--- config.mk ---
export PLATFORM = sky130hd
export DESIGN_NAME = plc_byte_serializer
export DESIGN_NICKNAME = d
export VERILOG_FILES = /design/src/rtl/plc_byte_serializer.sv
export SDC_FILE = /design/constraint.sdc
export NUM_CORES = 1
export LEC_CHECK = 0
export ABC_AREA = 1
export BUFFER_PORTS_ARGS = -buffer_cell sky130_fd_sc_hd__buf_2
export CORE_UTILIZATION = 48
export CTS_CLUSTER_SIZE = 16
export DETAILED_ROUTE_END_ITERATION = 10
export GPL_ROUTABILITY_DRIVEN = 0
export PLACE_DENSITY_LB_ADDON = 0.12
export SYNTH_ARGS = -nofsm -noshare
export SYNTH_HDL_FRONTEND = slang
export SYNTH_SLANG_ARGS = --single-unit
--- constraint.sdc ---
create_clock -name clk -period 2.98 [get_ports clk]
set_input_delay 0.596 -clock clk [delete_from_list [all_inputs] [get_ports clk]]
set_output_delay 0.596 -clock clk [all_outputs]
set_load 0.03 [all_outputs]
--- src/rtl/plc_byte_serializer.sv ---
// Byte-to-bit serializer feeding the PLC scrambler: a small byte FIFO followed by a
// start-pulse + 8-bit shift FSM. Each frame lasts 9 cycles, and frames run back-to-back.
module plc_byte_serializer #(
    parameter int unsigned FIFO_DEPTH = 4,
    parameter bit          LSB_FIRST  = 1'b1
) (
    input  logic       clk,
    input  logic       rst,
    input  logic [7:0] in_data,
    input  logic       in_valid,
    output logic       in_ready,
    output logic       start,
    output logic       ser_out,
    output logic       busy
);

    localparam int unsigned PW = $clog2(FIFO_DEPTH);
    localparam int unsigned CW = PW + 1;

    typedef enum logic [1:0] {
        StIdle,
        StStart,
        StShift
    } state_e;

    logic [7:0]    mem [FIFO_DEPTH];
    logic [PW-1:0] wptr;
    logic [PW-1:0] rptr;
    logic [CW-1:0] count;

    state_e     state;
    logic [2:0] bit_cnt;
    logic [7:0] shreg;

    logic push;
    logic pop;

    // The full check uses only the registered count, so a pop on the same edge never frees space.
    assign in_ready = ~rst & (count < CW'(FIFO_DEPTH));
    assign push     = in_valid & in_ready;
    assign busy     = (state != StIdle) | (count != '0);

    always_comb begin
        pop = 1'b0;
        if (count != '0) begin
            pop = (state == StIdle) || (state == StShift && bit_cnt == 3'd7);
        end
    end

    function automatic logic pick_bit(input logic [7:0] b, input logic [2:0] idx);
        return LSB_FIRST ? b[idx] : b[3'd7 - idx];
    endfunction

    always_ff @(posedge clk) begin
        if (push) begin
            mem[wptr] <= in_data;
        end
    end

    always_ff @(posedge clk) begin
        if (rst) begin
            wptr  <= '0;
            rptr  <= '0;
            count <= '0;
        end else begin
            if (push) begin
                wptr <= wptr + 1'b1;
            end
            if (pop) begin
                rptr <= rptr + 1'b1;
            end
            count <= count + CW'(push) - CW'(pop);
        end
    end

    // bit_cnt always names the bit currently presented on ser_out.
    always_ff @(posedge clk) begin
        if (rst) begin
            state   <= StIdle;
            bit_cnt <= '0;
            shreg   <= '0;
            start   <= 1'b0;
            ser_out <= 1'b0;
        end else begin
            case (state)
                StIdle: begin
                    start   <= 1'b0;
                    ser_out <= 1'b0;
                    if (pop) begin
                        shreg   <= mem[rptr];
                        bit_cnt <= '0;
                        start   <= 1'b1;
                        state   <= StStart;
                    end
                end
                StStart: begin
                    start   <= 1'b0;
                    ser_out <= pick_bit(shreg, 3'd0);
                    bit_cnt <= '0;
                    state   <= StShift;
                end
                StShift: begin
                    if (bit_cnt != 3'd7) begin
                        bit_cnt <= bit_cnt + 3'd1;
                        ser_out <= pick_bit(shreg, bit_cnt + 3'd1);
                    end else begin
                        ser_out <= 1'b0;
                        if (pop) begin
                            shreg   <= mem[rptr];
                            bit_cnt <= '0;
                            start   <= 1'b1;
                            state   <= StStart;
                        end else begin
                            state <= StIdle;
                        end
                    end
                end
                default: begin
                    start   <= 1'b0;
                    ser_out <= 1'b0;
                    state   <= StIdle;
                end
            endcase
        end
    end

endmodule
==> flow_summary.yaml <==
global_routing:
  grt_pass1_vias: 1534
  grt_max_degree: 20
  gr-total-overflow: 0
  grtUsageTotal: 0.170
  grt_first_pass_wirelength_um: 6820
  antenna_found_initial: 0
yosys:
  synth_cell_types: 19
  synth_top_area_cell: "edfxtp_1"
  synth_nets: 292
  yosys-top-cells-area: "edfxtp_1, dfxtp_1, nor2_1"
  syn-cell-area_um2: 2490
  syn_inst: 267
  avgSynthCellArea_um2: 9.32
  ys_ff_latch: 56
  synth_warnings: 0
  synth_top_area_share: 0.386
  ys_seq_area_frac: 0.579
sta:
  max_slew_margin: 0.604
  fin_worst_skew_ns: 0.00633
  hold_slack_ns: 0.494
  period_minus_slack_ns: 2.35
  finalHoldViolCount: 0
  rsz0062_at_grt: "false"
  setup_slack_ns: 0.632
  tns_ns: 0
  fmax_mhz: 426
  setup_viol: 0
  tightest_slew_ns: 0.593
  post-route-period-util: 0.788
  drv_slew: 0
worst_setup_path:
  required_ns: 3.23
  r2r-end: "count[2]$_SDFF_PP0_"
  crit_arrival_ns: 2.60
  path_cells: "inv_1 > ha_1 > nand2_1 > nand2_1 > nand2_1 > inv_2 > ha_1 > inv_1 > ha_1 > inv_1 > fa_1 > inv_1 > o21ai_0 > a21oi_1"
  r2r_slack_ns: 0.63
  cpMaxStageDelayCell: "dfxtp_1"
  crit_type: "reg2reg"
  r2r-start: "state[0]$_SDFFE_PP0P_"
  endpoint_kind: "flop"
  path_max_fanout: 5
  start_kind: "flop"
  critPathMostFrequentCell: "inv_1"
  path_buf_inv: 5
  crit_family: "adder cells"
  max_stage_delay_ns: 0.40
  r2r_cells: 14
layout:
  final_nets: 310
  syn2layout_area_growth_pct: 9.30
  final_cell_mix: "nor2_1, nand2_1, inv_1, edfxtp_1, dfxtp_1"
  drive_gt1_frac: 0.112
  post-route-util: 0.561
  diodes: 0
  final_common_cell: "nor2_1"
clocking:
  cts_hold_buf: 0
  cts_setup_buffers: 0
  insertion_delay_ns: 0.31
  root_buffer: "clkbuf_8"
  post_cts_resized: 0
  tritoncts: "done"
  htreeDepth: 2
  clockBufferDepth: 2
  clkTransAtPathRegs_ns: 0.10
  clock_sinks: 56
  cts_buffers: 5
floorplan:
  fp.dieH_um: 74.0
  dieArea_um2: 5480
  io_pins: 15
  start_util: 0.513
  core_region_area_um2: 4850
  num_rows: 25
  die_w_um: 74.0
power_and_ir_drop:
  clock_power_share: 0.184
  sequentialPowerShare: 0.455
  leakage_nw: 1.12
  pwr-share-comb: 0.361
  sw_frac_of_total: 0.392
  vdd_drop_max_mv: 0.381
  p_sw_w: 0.000907
  cellPowerDensity_nw_per_um2: 851
  p_int_w: 0.00141
routing:
  drtPass1Iterations: 4
  met1Wirelength_um: 2000
  maxUsedRoutingLayer: "met4"
  drt-total-wl_um: 3970
  wl_met2_um: 1780
  wl_met3_um: 125
  ant_nets: 0
  wl_per_cell_um: 11.2
  drt_iter0_drc: 75
  vias: 1656
  drc_errors: 0
  vias_per_cell: 4.69
placed_design:
  dpl_worst_slack_ns: 0.648
  dp_hpwl_um: 2720
  io_buffers: 14
min_path:
  hp-start: "in_data[4]"
  hold_end: "mem[0][4]$_DFFE_PP_"
  worst_hold_path_type: "in2reg"
  holdPathStages: 1
outcome:
  outcome: "complete, no violations"
flow_run:
  maxCapViolCount: 0
[registers in the layout (all words and copies together), names as in the netlist, named ones only]
register / cells
mem: 32
state: 2
rptr: 2
ser_out: 1
wptr: 2
start: 1
shreg: 8
bit_cnt: 3
count: 3
[cell families (layout without fill, tap and decap cells)]
kind of cell,Yosys count,in the layout,share of synthesized area
compound gates,43,43,0.0930
xor+xnor,2,2,0.00704
fa+ha+maj,14,14,0.0734
buf+inv,41,60,0.0709
flops,56,56,0.579
simple gates,111,111,0.176
[routing by layer]
metal,vias up,GRT usage
li1,897,-
met1,723,0.223
met2,29,0.274
met3,7,0.0366
met4,0,0.0705
met5,-,0
[area by class of cell]
| cell class | instances | area (um2) |
|---|---|---|
| Clock buffer | 5 | 68.8 |
| Fill cell | 436 | 2130 |
| Multi-Input combinational cell | 170 | 871 |
| Tap cell | 67 | 83.8 |
| Inverter | 34 | 128 |
| Sequential cell | 56 | 1440 |
| Clock inverter | 3 | 27.5 |
| Timing Repair Buffer | 18 | 100 |
[metrics by stage]
step / cells / power (W) / cell area [um2]
after floorplan: 267 / 0.00175 / 2490
after global placement: 345 / 0.00191 / 2620
after detailed placement: 345 / 0.00191 / 2620
after CTS: 353 / 0.00234 / 2720
after global routing: 353 / 0.00253 / 2720
final: 353 / 0.00231 / 2720
[Yosys cell counts]
master    number
nand2_1       43
edfxtp_1      32
inv_2          2
nand2_2        3
dfxtp_1       24
nor2_1        53
fa_1           1
ha_1          13
xnor2_1        1
buf_6          1
buf_4          3
o21ai_0       23
inv_1         32
xor2_1         1
o211ai_4       1
o21ai_1        6
a21oi_1       13
buf_2          3
nand3_1       12
[how the worst max path moves through the flow]
stage,start,endpoint,slack [ns],depth (start not counted)
global placement,bit_cnt[0]$_SDFFE_PP0P_,count[2]$_SDFF_PP0_,0.72,14
finish,state[0]$_SDFFE_PP0P_,count[2]$_SDFF_PP0_,0.63,14
CTS,state[0]$_SDFFE_PP0P_,count[2]$_SDFF_PP0_,0.62,14
detailed placement,state[0]$_SDFFE_PP0P_,count[2]$_SDFF_PP0_,0.65,14
floorplan,rst,count[2]$_SDFF_PP0_,0.38,11
global route,bit_cnt[0]$_SDFFE_PP0P_,count[2]$_SDFF_PP0_,0.39,14
[power groups by stage]
stage	sequential, W	combinational (W)	clock, W
5_1_grt	0.00107	0.000990	0.000463
3_5_place_dp	0.00107	0.000838	0
2_1_floorplan	0.00103	0.000724	0
3_3_place_gp	0.00107	0.000838	0
4_1_cts	0.00106	0.000842	0.000441
6_report	0.00105	0.000835	0.000426
Power figures use the tool's default switching activity.
